`config.mk`:
```
export PLATFORM = sky130hd
export DESIGN_NAME = sdram_port_arbiter
export DESIGN_NICKNAME = d
export VERILOG_FILES = /design/src/rtl/sdram_port_arbiter.sv
export SDC_FILE = /design/constraint.sdc
export NUM_CORES = 1
export LEC_CHECK = 0
export BUFFER_PORTS_ARGS = -buffer_cell sky130_fd_sc_hd__buf_4
export CORE_AREA = 2 2 285 287
export CTS_BUF_LIST = sky130_fd_sc_hd__clkbuf_4 sky130_fd_sc_hd__clkbuf_8 sky130_fd_sc_hd__clkbuf_16
export CTS_CLUSTER_DIAMETER = 150
export DETAILED_ROUTE_END_ITERATION = 10
export DIE_AREA = 0 0 287 289
export PLACE_DENSITY = 0.51
export RECOVER_POWER = 100
export SLEW_MARGIN = 20
export SYNTH_ARGS = -nofsm -noshare
export SYNTH_HDL_FRONTEND = slang
export SYNTH_SLANG_ARGS = --single-unit
```
`constraint.sdc`:
```
create_clock -name iclk -period 1.4 [get_ports iclk]
set_input_delay 0.28 -clock iclk [delete_from_list [all_inputs] [get_ports iclk]]
set_output_delay 0.28 -clock iclk [all_outputs]
set_load 0.005 [all_outputs]
```
`src/rtl/sdram_port_arbiter.sv`:
```
// rtl/sdram_port_arbiter.sv - I/D port arbiter in front of sdram_controller
//
// Serialises one block transaction at a time from a read-only instruction port
// (I) and a read/write data port (D) onto the controller's request interface.
// Optional build macro: ARB_ROUND_ROBIN_EN (alternate I/D on simultaneous
// requests; otherwise D always wins).
//
// Ports:
//   iclk, ireset                 clock, synchronous active-high reset
//   ii_req/ii_address            I-port read request, held until oi_ack
//   oi_data/oi_ack               I-port read data (valid with ack), ack pulse
//   id_req/id_we/id_address/id_wdata  D-port request, held until od_ack
//   od_rdata/od_ack              D-port read data (valid with ack), ack pulse
//   imem_ready                   controller idle
//   owrite_req/address/data      write request to controller
//   iwrite_ack                   controller write-done pulse
//   oread_req/address            read request to controller
//   iread_data/iread_ack         controller read data and read-done pulse
module sdram_port_arbiter #(
  parameter int DATA_W = 128,
  parameter int ADDR_W = 22
) (
  input  logic              iclk,
  input  logic              ireset,
  input  logic              ii_req,
  input  logic [ADDR_W-1:0] ii_address,
  output logic [DATA_W-1:0] oi_data,
  output logic              oi_ack,
  input  logic              id_req,
  input  logic              id_we,
  input  logic [ADDR_W-1:0] id_address,
  input  logic [DATA_W-1:0] id_wdata,
  output logic [DATA_W-1:0] od_rdata,
  output logic              od_ack,
  input  logic              imem_ready,
  output logic              owrite_req,
  output logic [ADDR_W-1:0] owrite_address,
  output logic [DATA_W-1:0] owrite_data,
  input  logic              iwrite_ack,
  output logic              oread_req,
  output logic [ADDR_W-1:0] oread_address,
  input  logic [DATA_W-1:0] iread_data,
  input  logic              iread_ack
);

  typedef enum logic [1:0] {S_IDLE, S_ISSUE, S_WAIT, S_RESP} state_t;

  state_t            r_state;
  state_t            w_next;
  logic              r_grant_d;
  logic              r_we;
  logic [ADDR_W-1:0] r_addr;
  logic [DATA_W-1:0] r_wdata;
  logic [DATA_W-1:0] r_i_data;
  logic [DATA_W-1:0] r_d_data;
  logic              w_grant_d;
  logic              w_accept;
  logic              w_done;

`ifdef ARB_ROUND_ROBIN_EN
  // 1 = D was served last. Reset to "I served last" so D wins the first tie.
  logic r_last_d;

  always_ff @(posedge iclk) begin
    if (ireset) begin
      r_last_d <= 1'b0;
    end else if (r_state == S_RESP) begin
      r_last_d <= r_grant_d;
    end
  end

  assign w_grant_d = id_req & (~ii_req | ~r_last_d);
`else
  assign w_grant_d = id_req;
`endif

  assign w_accept = (ii_req | id_req) & imem_ready;
  // Only the ack matching the issued direction completes the transfer.
  assign w_done   = r_we ? iwrite_ack : iread_ack;

  // State register
  always_ff @(posedge iclk) begin
    if (ireset) begin
      r_state <= S_IDLE;
    end else begin
      r_state <= w_next;
    end
  end

  // Next-state logic
  always_comb begin
    w_next = r_state;
    case (r_state)
      S_IDLE:  if (w_accept) w_next = S_ISSUE;
      // Leave as soon as the controller drops ready, so the req is already low
      // by the time the controller can return to idle.
      S_ISSUE: if (!imem_ready) w_next = S_WAIT;
      // imem_ready is ignored here: the controller may raise it mid-read.
      S_WAIT:  if (w_done) w_next = S_RESP;
      S_RESP:  w_next = S_IDLE;
      default: w_next = S_IDLE;
    endcase
  end

  // Output logic (functions of registered state only)
  always_comb begin
    owrite_req = 1'b0;
    oread_req  = 1'b0;
    oi_ack     = 1'b0;
    od_ack     = 1'b0;
    if (r_state == S_ISSUE) begin
      owrite_req = r_we;
      oread_req  = ~r_we;
    end
    if (r_state == S_RESP) begin
      oi_ack = ~r_grant_d;
      od_ack = r_grant_d;
    end
  end

  // Request latch and read-data capture
  always_ff @(posedge iclk) begin
    if (ireset) begin
      r_grant_d <= 1'b0;
      r_we      <= 1'b0;
      r_addr    <= '0;
      r_wdata   <= '0;
      r_i_data  <= '0;
      r_d_data  <= '0;
    end else begin
      if (r_state == S_IDLE && w_accept) begin
        r_grant_d <= w_grant_d;
        r_we      <= w_grant_d & id_we;
        r_addr    <= w_grant_d ? id_address : ii_address;
        if (w_grant_d && id_we) begin
          r_wdata <= id_wdata;
        end
      end
      if (r_state == S_WAIT && !r_we && iread_ack) begin
        if (r_grant_d) begin
          r_d_data <= iread_data;
        end else begin
          r_i_data <= iread_data;
        end
      end
    end
  end

  assign owrite_address = r_addr;
  assign oread_address  = r_addr;
  assign owrite_data    = r_wdata;
  assign oi_data        = r_i_data;
  assign od_rdata       = r_d_data;

endmodule

```
Word-level counts from Yosys, hierarchy flattened
Cells that the tools add are included.

storage, ports and cells
  register bits = 410
  latch bits = 0
  bits in writable memories = 0
  memory bits (read-only) = 0
  input port bits = 308
  output and inout port bits = 432
  logic and storage cells = 38
  memories kept = 0

cells by class
  $add $sub $neg = 0
  $mul = 0
  divide/modulo/power cells = 0
  $lt $le $gt $ge = 0
  equality and inequality tests = 6
  shifts and indexed selects = 0
  muxes and demuxes = 10
  bitwise gates (word level) = 5
  reduce and logical (&&, ||, !) cells = 10

operator list
  kind                  count
  $mux W22              1
  $pmux W2 S4           1
  $mux W2               3
  $ne A2 B2 Y1 const B  3
  $reduce_and A2 Y1     3
  $mux W1               5
  $eq A2 B2 Y1 const B  2
  $logic_and A1 B1 Y1   4
  $reduce_and A3 Y1     1
  $and A1 B1 Y1         2
  $eq A2 B1 Y1 const B  1
  $logic_not A2 Y1      1
  $not A1 Y1            2
  $logic_not A1 Y1      1
  $or A1 B1 Y1          1

Logic depth before layout (Yosys ltp)
  depth in word-level cells = 4
  gate-level depth with buffers = 7
  gate-level depth less buffers = 5

Worst setup path after synthesis
OpenSTA, ideal clock, no wires.

  path type = register -> register
  start point = register r_state[0]
  end point = register r_i_data[100], in the netlist oi_data[100]
  setup time = 0.132 ns
  arrival time = 1.317 ns
  required time = 1.268 ns
  path slack = -0.049 ns
  stages on the path, launching flop included = 8
  path buffers = 2
  clock period less this slack = 1.449 ns
  path through = dfxtp_1 -> inv_1 -> ha_1 -> and4bb_2 -> buf_4 -> buf_4 -> nand2_1 -> a21oi_1

on the way
  cells in the longest elaborated chain, start to end = 4

ends and longest elaborated chain
  what                               line  source
  start: declaration                 48    state_t r_state;
  start signal: assignment           86    r_state <= w_next;
  $eq A2 B2 Y1                       139   if (r_state == S_WAIT && !r_we && iread_ack) begin
  $logic_and A1 B1 Y1 (2 in series)  139
  $reduce_and A2 Y1 (no line)        -
  end signal: assignment             143   r_i_data <= iread_data;
  end: declaration                   54    logic [DATA_W-1:0] r_i_data;

No other way between the ends.
A chain may end at the register's enable or synchronous reset.

Worst setup path in the final report
  start point = register r_state[1]
  end point = output od_ack

on the way
  cells in the longest elaborated chain, start to end = 2

ends and longest elaborated chain
  what              line  source
  $eq A2 B2 Y1      115   if (r_state == S_RESP) begin
  $mux W1           115
  end: declaration  34    output logic od_ack,

No other way between the ends.

==> out/metrics.yaml <==
synthesis:
  synth_top_area_share_pct: 56.01
  yosysUniqueCellTypes: 24
  syn-mean-instance-area_um2: 8.052
  synthCells: 1820
  synth_seq_cells: 410
  netlist_area_um2: 14650
  yosysTopAreaCell: "dfxtp_1"
  syn_nets: 2133
  ys_warn_count: 0
  netlist_top_cells_area: "dfxtp_1 (56%), nand2_1 (20%), a21oi_1 (13%)"
  synth-seq-area-share_pct: 56.01
power:
  p_sw_share_pct: 28.32
  p_int_w: 0.02527
  seqPwrFrac_pct: 37.2
  pwr-share-clk_pct: 37.5
  switching_power_w: 0.009981
  vdd_drop_max_v: 0.0007467
  powerDensity_nw_per_um2: 1180
  combPwrFrac_pct: 25.3
  total_power_w: 0.03525
  p_leak_nw: 12.16
clock_tree:
  clock_sinks: 410
  cts_tree: "done"
  numCtsBuffers: 48
  path_clk_slew_ns: 0.06
  cts-root-buf: "clkbuf_16"
  clockBufferDepth: 3
  h-tree-depth: 2
  clock_latency_ns: 0.59
sta:
  slew_headroom_pct: 77.54
  worst_slack_ns: -0.3882
  post-route-period-util_pct: 127.7
  holdWs_ns: 0.05680
  rsz0062_at_grt: "true"
  fmax_mhz: 559.2
  skew_ns: 0.02457
  finalMaxSlewViolations: 0
  worst_pin_slew_ns: 0.3276
  hold_viol: 0
  setup_viol: 440
  finalCriticalPeriod_ns: 1.788
die:
  core_area_um2: 79900
  io_pins: 740
  initial_core_util_pct: 18.34
  die_w_um: 287
  core.rowCount: 104
  die_y_um: 289
  die_area_um2: 82940
finish:
  final_common_cell: "nand2_1"
  regArea_um2: 8214
  multi_input_area_um2: 7441
  fin_nets: 3225
  area_growth_pct: 103.9
  stdcell_area_um2: 29880
  drive_above_1_share_pct: 46.04
  layout_common_cells: "nand2_1 (571), buf_4 (547), dfxtp_1 (407)"
  fillers: 8116
route:
  antenna_left: 0
  avgViaCountPerCell: 4.149
  first_iter_violations: 730
  drc: 0
  num_vias: 16660
  drt_pass1_iterations: 4
  postRouteWirelength_um: 72510
  wl_per_cell_um: 18.06
run_status:
  outcome: "finished, violations left"
  violations: "setup timing"
placed_design:
  portBuffers: 739
  post-dp-hpwl_um: 47220
  place_area_um2: 22100
  gp_congestion: 0.8683
min_path:
  min_path_type: "primary input to flop"
global_route:
  grt_max_degree: 53
  grt_first_pass_wirelength_um: 100300
  gr-total-overflow: 0
  grtUsageTotal_pct: 15.83
  grt_pass1_vias: 15980
  antenna_found_initial: 2
worst_setup_path:
  rr_endpoint: "oi_data[112]"
  cp-start-kind: "flop"
  setup.worst_path.class: "flop to output port"
  critPathMaxStageDelay_ns: 0.32
  cp.arrival_ns: 1.51
  reg2regPathDepth: 12
  crit_chain: "buf_6 -> buf_6 -> ha_4 -> and2_4 -> buf_6"
  endpoint: "od_ack"
  crit_top_cell: "buf_6"
  cp_max_fo: 2
  crit_family: "buffers and inverters"
  timing.rr.start: "r_state[1]"
  crit_cells: 5
  setup.worst_path.start: "r_state[1]"
  cp.required_ns: 1.12
  critPathBufInv: 3
  cp_slowest_cell: "dfxtp_2"
  end_kind: "output port"
  r2r_slack_ns: -0.38
run:
  max_cap_violations: 0
## logic make-up (layout without fill, tap and decap cells)
family / after synthesis / count (layout) / share of synthesized area (%)
and+or+nand+nor: 806 / 806 / 21.04
DFF: 410 / 410 / 56.01
adders and majority gates: 5 / 5 / 0.4269
AOI/OAI and AO/OA: 411 / 411 / 14.49
buffers and inverters: 162 / 1294 / 6.259
muxes: 26 / 26 / 1.776
other: 0 / 2 / 0
## layout make-up
class	count	share of cell area [%]
flip-flops and latches	410	27.49
repair buffers	1202	37.53
clock inverters	21	0.8459
clock buffers	69	4.753
well taps	1060	4.439
diodes	2	0.01675
inverters	2	0.02512
multi-input cells	1248	24.90
## worst reg2reg max path: stages (launching register included)
cell and delay [ns]:
dfxtp_2 0.32, buf_6 0.11, buf_6 0.11, ha_4 0.16, buf_6 0.11, buf_6 0.11
nand4bb_4 0.09, buf_12 0.13, buf_12 0.13, buf_12 0.12, buf_16 0.14, nand2_4 0.05
a21oi_2 0.14
## synthesized netlist by cell type
cell and number:
buf_2 46, nand4bb_1 1, and4b_1 1, o21bai_1 1, and2_1 3, and4_1 1, a221oi_1 1, nand2b_1 4
nor2_1 23, a211oi_1 22, o211a_1 1, mux2i_1 26, clkbuf_1 47, nand2_1 768, buf_4 67, dfxtp_1 410
inv_1 2, nand4b_1 1, ha_1 5, a21oi_1 385, o21ai_0 1, nand4_1 1, and4bb_2 1, nor2b_1 2
## repair_timing
action,CTS,global route
setup endpoints to repair,465,494
buffers inserted,47,21
cloned,37,11
hold buffers,255,0
pin swaps,135,238
hold endpoints to repair,383,0
gates resized for setup,172,502
## state kept, by name, summed over array words and instances (netlist names)
register and count:
oi_data 128, owrite_data 128, r_we 1, oread_address 22, od_rdata 128, r_state 2
r_grant_d 1
## stage by stage
stage,cells,TNS (ns),setup WS (ns),util [%]
global placement,3580,-50.08,-0.1941,27.66
global route,4013,-131.41,-0.4625,37.40
finish,4014,-90.09,-0.3882,37.40
CTS,4005,-119.13,-0.4381,35.61
detailed placement,3580,-55.61,-0.2355,27.66
floorplan,1820,0,0.01893,-
## power by group through the flow
stage	Sequential (W)	Combinational [W]	Clock, W
6_report	0.0131	0.00892	0.0132
3_5_place_dp	0.0132	0.00583	0
2_1_floorplan	0.0132	0.00236	0
4_1_cts	0.0130	0.00825	0.0136
3_3_place_gp	0.0132	0.00583	0
5_1_grt	0.0132	0.00953	0.0141
## worst min-delay path by stage
stage / startpoint / end / cells after the start
2_1_floorplan: iread_data[0] / od_rdata[0] / 2
3_3_place_gp: oi_data[37] / oi_data[37] / 2
3_5_place_dp: oi_data[61] / oi_data[61] / 2
4_1_cts: ii_address[14] / oread_address[14] / 3
5_1_grt: ii_address[4] / oread_address[4] / 3
6_report: ii_address[14] / oread_address[14] / 3
## metal layers
layer / share of wire (%) / vias up / GRT usage, %
li1: - / 8103 / -
met2: 49 / 441 / 26.31
met4: 3.4 / 0 / 5.755
met5: 0 / - / 0
met3: 5.0 / 137 / 3.205
met1: 43 / 7974 / 20.26
(Power assumes the default switching activity.)
